[src/rtl/writeback_checker.sv]
// writeback_checker: snoops the CPU register-file write-back port and checks each
// architectural write, in order, against a preloaded table of {register, value}
// pairs. Reports pass, mismatch, timeout or configuration error and counts RUN cycles.

// Expected-value table: one address/data pair per slot, written only from IDLE.
// Out-of-range slot indices are dropped by the decode rather than aliased.
module writeback_checker_table #(
    parameter int AW           = 5,
    parameter int DATA_WIDTH   = 32,
    parameter int EXPECT_DEPTH = 64,
    parameter int IW           = 7,
    parameter int XW           = 6
) (
    input  logic                  clock,
    input  logic                  wr_en,
    input  logic [IW-1:0]         wr_index,
    input  logic [AW-1:0]         wr_address,
    input  logic [DATA_WIDTH-1:0] wr_data,
    input  logic [XW-1:0]         rd_index,
    output logic [AW-1:0]         rd_address,
    output logic [DATA_WIDTH-1:0] rd_data
);
    localparam logic [IW-1:0] DEPTH_L = IW'(EXPECT_DEPTH);

    logic [AW-1:0]         addr_mem [EXPECT_DEPTH];
    logic [DATA_WIDTH-1:0] data_mem [EXPECT_DEPTH];
    logic                  wr_hit;

    assign wr_hit = wr_en && (wr_index < DEPTH_L);

    // Table storage; intentionally unreset so a reset between runs keeps the contents
    always_ff @(posedge clock) begin
        if (wr_hit) begin
            addr_mem[wr_index[XW-1:0]] <= wr_address;
            data_mem[wr_index[XW-1:0]] <= wr_data;
        end
    end

    assign rd_address = addr_mem[rd_index];
    assign rd_data    = data_mem[rd_index];
endmodule


[config.mk]
export PLATFORM = sky130hd
export DESIGN_NAME = writeback_checker_table
export DESIGN_NICKNAME = d
export VERILOG_FILES = /design/src/rtl/writeback_checker.sv
export SDC_FILE = /design/constraint.sdc
export NUM_CORES = 2
export LEC_CHECK = 0
export ABC_AREA = 1
export CAP_MARGIN = 20
export CORE_MARGIN = 2
export CORE_UTILIZATION = 35
export CTS_CLUSTER_DIAMETER = 80
export DETAILED_ROUTE_END_ITERATION = 6
export GPL_ROUTABILITY_DRIVEN = 1
export PLACE_DENSITY = 0.61
export SLEW_MARGIN = 20
export SYNTH_ARGS = -nofsm -noshare
export SYNTH_HDL_FRONTEND = slang
export SYNTH_SLANG_ARGS = --single-unit
export TNS_END_PERCENT = 5
[constraint.sdc]
create_clock -name clock -period 4.6 [get_ports clock]
set_clock_uncertainty 0.1 [all_clocks]
set_input_delay 1.38 -clock clock [delete_from_list [all_inputs] [get_ports clock]]
set_output_delay 1.38 -clock clock [all_outputs]
set_load 0.02 [all_outputs]
; Word-level counts from Yosys, hierarchy flattened
; Memories as Yosys holds them, arrays and structs flattened.
; Cells that the tools add are included.
[word_totals]
reg_bits = 0
ramBits = 2368
inputBits = 52
word_cells = 6
mem_count = 2
[classes]
n_lt_le_gt_ge = 1
n_mux = 2
reduce_logical = 1
[mem_list]
columns = name, words, width, rd, rd_clocked_by_memory_dff, wr, line_no
row1 = data_mem, 64, 32, 1, 0, 1, 26  ; logic [DATA_WIDTH-1:0] data_mem [EXPECT_DEPTH];
row2 = addr_mem, 64, 5, 1, 0, 1, 25  ; logic [AW-1:0] addr_mem [EXPECT_DEPTH];
[ops]
columns = op, count
row1 = $lt A7 B7 Y1 const B, 1
row2 = $mux W1, 2
row3 = $logic_and A1 B1 Y1, 1

; Longest topological paths before layout
[depth]
ltp_word = 4
mapped_depth = 13
mapped_depth_nobuf = 9

; Worst setup path after synthesis
; No wires, ideal clock.
[synth_timing]
kind = input-to-reg
start = input port wr_en
end = memory addr_mem[0][0], enable pin
arrival_time_ps = 3617
slack_ps = 452
stages = 4
path_cell_list = inv_1 > nor2_1 > nand4_1 > nor2_1
[synth_via]
elab_chain_cells = 3
[synth_lines]
columns = element, line_no
row1 = from (decl), 15  ; input logic wr_en,
row2 = $logic_and A1 B1 Y1, 29  ; assign wr_hit = wr_en && (wr_index < DEPTH_L);
row3 = $mux W1, 33  ; if (wr_hit) begin
row4 = $mux W1 (implied by the code), 34  ; addr_mem[wr_index[XW-1:0]] <= wr_address;
row5 = to (decl), 25
; Every way passes these cells.

; Final worst setup path
[layout_timing]
start = input port rd_index[1]
end = output port rd_data[23]
[layout_via]
elab_chain_cells = 1
[layout_lines]
columns = element, line_no
row1 = from (decl), 19  ; input logic [XW-1:0] rd_index,
row2 = $mem_v2 Z64 W32, n/a
row3 = to (decl), 21  ; output logic [DATA_WIDTH-1:0] rd_data
; Every way passes these cells.

==> impl_metrics.env <==
export IMPL_violations="negative setup slack"
export IMPL_synthesis_nets=7830
export IMPL_pin_count_of_the_biggest_net_entering_global_routing=65
export IMPL_wl_um=305000
export IMPL_drt_first_pass_iters=6
export IMPL_fp_coreArea_um2=271000
export IMPL_layout_cells_most_common="nand2_1"
export IMPL_synth_compound_gate_area_share=0
export IMPL_max_slew_margin=0.241
export IMPL_final_nets=8382
export IMPL_tritoncts_clock_tree="yes"
export IMPL_max_clock_freq_mhz=214
export IMPL_cellLeakagePower_nw=41.5
export IMPL_crit_path_start_kind="primary input"
export IMPL_via_per_inst=5.46
export IMPL_route_top_layer_used="met5"
export IMPL_number_of_rows_created_at_floorplan=191
export IMPL_share_of_the_cycle_needed_by_the_critical_path_after_routing=1.02
export IMPL_finalHoldWorstSlack_ns=0.609
export IMPL_synthesis_warnings=0
export IMPL_synth_cells=7778
export IMPL_clkSinkCount=2368
export IMPL_crit_path_end_kind="output port"
export IMPL_cts_buffers_inserted=232
export IMPL_path_cells="buf_16 > clkinv_16 > buf_12 > bufbuf_16 > buf_12 > nand3_1 > nand3_2 > nand3_2 > nand3_2 > nand2_2 > nand2_4 > nand2_4 > buf_12 > buf_12"
export IMPL_maxCapViolations=0
export IMPL_critical_path_max_stage_delay_ns=0.27
export IMPL_cts_hold_repair_buffers=0
export IMPL_power_ir_vdd_worst_mv=0.362
export IMPL_post_layout_nonfiller_instances=12113
export IMPL_synth_seq_cells=2368
export IMPL_cp_data_arrival_time_ns=3.20
export IMPL_grt_overflow_total=0
export IMPL_syn_area_um2=95200
export IMPL_layout_core_utilization=0.431
export IMPL_via_count=66143
export IMPL_worst_path_most_repeated_cell="buf_12"
export IMPL_synth_to_layout_area_growth_pct=22.4
export IMPL_dpl_cell_area_um2=105000
export IMPL_antenna_found_initial=35
export IMPL_finalInstanceArea_um2=116000
export IMPL_dpl_cell_count=11557
export IMPL_port_buffers=88
export IMPL_clk_transition_reported_paths_ns=0.06
export IMPL_synth_xor_area_frac=0
export IMPL_synthSimpleGateAreaFrac=0.222
export IMPL_number_of_global_route_vias_before_repair=62853
export IMPL_synth_mux_area_fraction=0
export IMPL_floorplan_die_area_um2=276000
export IMPL_final_min_clock_period_ns=4.68
export IMPL_antenna_left=0
export IMPL_initial_utilization=0.352
export IMPL_outcome="finished with violations"
export IMPL_timing_final_ws_setup_ns=-0.0807
export IMPL_dieHeight_um=525
export IMPL_path_class="primary input to output port"
export IMPL_place_ws_ns=-0.601
export IMPL_worstPathRequired_ns=3.12
export IMPL_yosys_area_share_adder=0
export IMPL_worst_path_max_fanout=8
export IMPL_clock_tree_htree_level_count=4
export IMPL_slowest_stage="bufbuf_16"
export IMPL_clock_tree_buffer_depth=3
export IMPL_die_width_um=525
export IMPL_remaining_drcs=0
export IMPL_min_delay_path_class="primary input to flip-flop"
export IMPL_setup_viol=27
export IMPL_drt_met1_wl_um=119000
export IMPL_share_of_layout_cells_above_drive_strength_1=0.173
export IMPL_synthesis_area_per_instance_um2=12.2
export IMPL_slew_viol_final=0
export IMPL_gp_routability_congestion=0.855
export IMPL_endpoints_failing_hold=0
export IMPL_post_synth_num_cell_types=15
export IMPL_largest_family_of_logic_cells_by_synthesized_area="simple AND/OR/NAND/NOR gates"
export IMPL_setup_repair_after_global_routing_missed_its_margin="yes"
export IMPL_track_usage=0.214
export IMPL_power_density_nw_per_um2=394
export IMPL_worst_slew_pin_slew_ns=1.14
export IMPL_first_pass_grt_wire_length_um=437000
export IMPL_ioPinCount=89
export IMPL_clock_tree_root_buffer_cell="clkbuf_16"
export IMPL_route_met2_wl_um=144000
export IMPL_synth_seq_area_share=0.747
export IMPL_place_hpwl_um=174000
export IMPL_route_detailed_wl_per_inst_um=25.1
export IMPL_routed_wl_met3_um=28700
export IMPL_drt_iter0_markers=8291
export IMPL_final_cell_mix="nand2_1 (2513), edfxtp_1 (2368), nand3_1 (2024)"
cells in the mapped netlist, drive strengths merged:
master	count	area (µm²)
inv	13	51.3
clkbuf	74	278
nor2	65	244
edfxtp	2368	71100
nand4	8	50.1
buf	441	2640
nand3	2200	11000
nand2	2609	9790
worst max-delay path, delay by kind of cell:
family | cells | cell delay (ns)
AND/OR/NAND/NOR | 7 | 0.68
buffers and inverters | 7 | 1.07
repair_timing:
action | in CTS | in global routing
pin swaps | 46 | 87
gates cloned | 34 | 13
resized for setup | 369 | 207
buffers inserted | 40 | 24
setup endpoints to repair | 37 | 36
cells by family after synthesis:
group         after synthesis
buf+inv                   528
simple gates             4882
flops                    2368
flip-flops by register name, indices dropped and copies added, names as in the netlist:
register	count
data_mem	2048
addr_mem	320
layer usage:
metal | global-route usage | vias to the layer above
li1 | - | 28959
met3 | 0.0354 | 654
met4 | 0.0893 | 16
met1 | 0.285 | 32961
met5 | 0 | -
met2 | 0.346 | 3553
power by group:
| part | switching [mW] | leakage, nW | internal [mW] |
|---|---|---|---|
| clock | 8.10 | 3.48 | 10.1 |
| combinational | 2.43 | 16.8 | 1.38 |
| sequential | 0.0188 | 21.3 | 23.8 |
path summary, 6_finish.rpt:
| kind | slack, ns | depth (start not counted) | start | endpoint |
|---|---|---|---|---|
| max | -0.08 | 14 | rd_index[1] | rd_data[23] |
| min | 0.61 | 1 | wr_data[30] | data_mem[57][30]$_DFFE_PP_ |
area by class of cell:
class                   count  area (µm²)
fillers                 24217      154000
flip-flops and latches   2368       71100
multi-input cells        4882       23000
repair buffers            831       10400
clock buffers             293        6120
well taps                3570        4470
clock inverters           138        1060
inverters                  13         128
repair inverters            2        50.0
diodes                     16        40.0
metrics by stage:
step	power [mW]	TNS (ns)
2_1_floorplan	25.8	0
3_3_place_gp	27.5	-15.65
3_5_place_dp	27.5	-16.19
4_1_cts	45.8	-0.956
5_1_grt	47.1	-2.84
6_report	45.8	-1.04
Note: power is estimated with default switching activity, not from simulation.
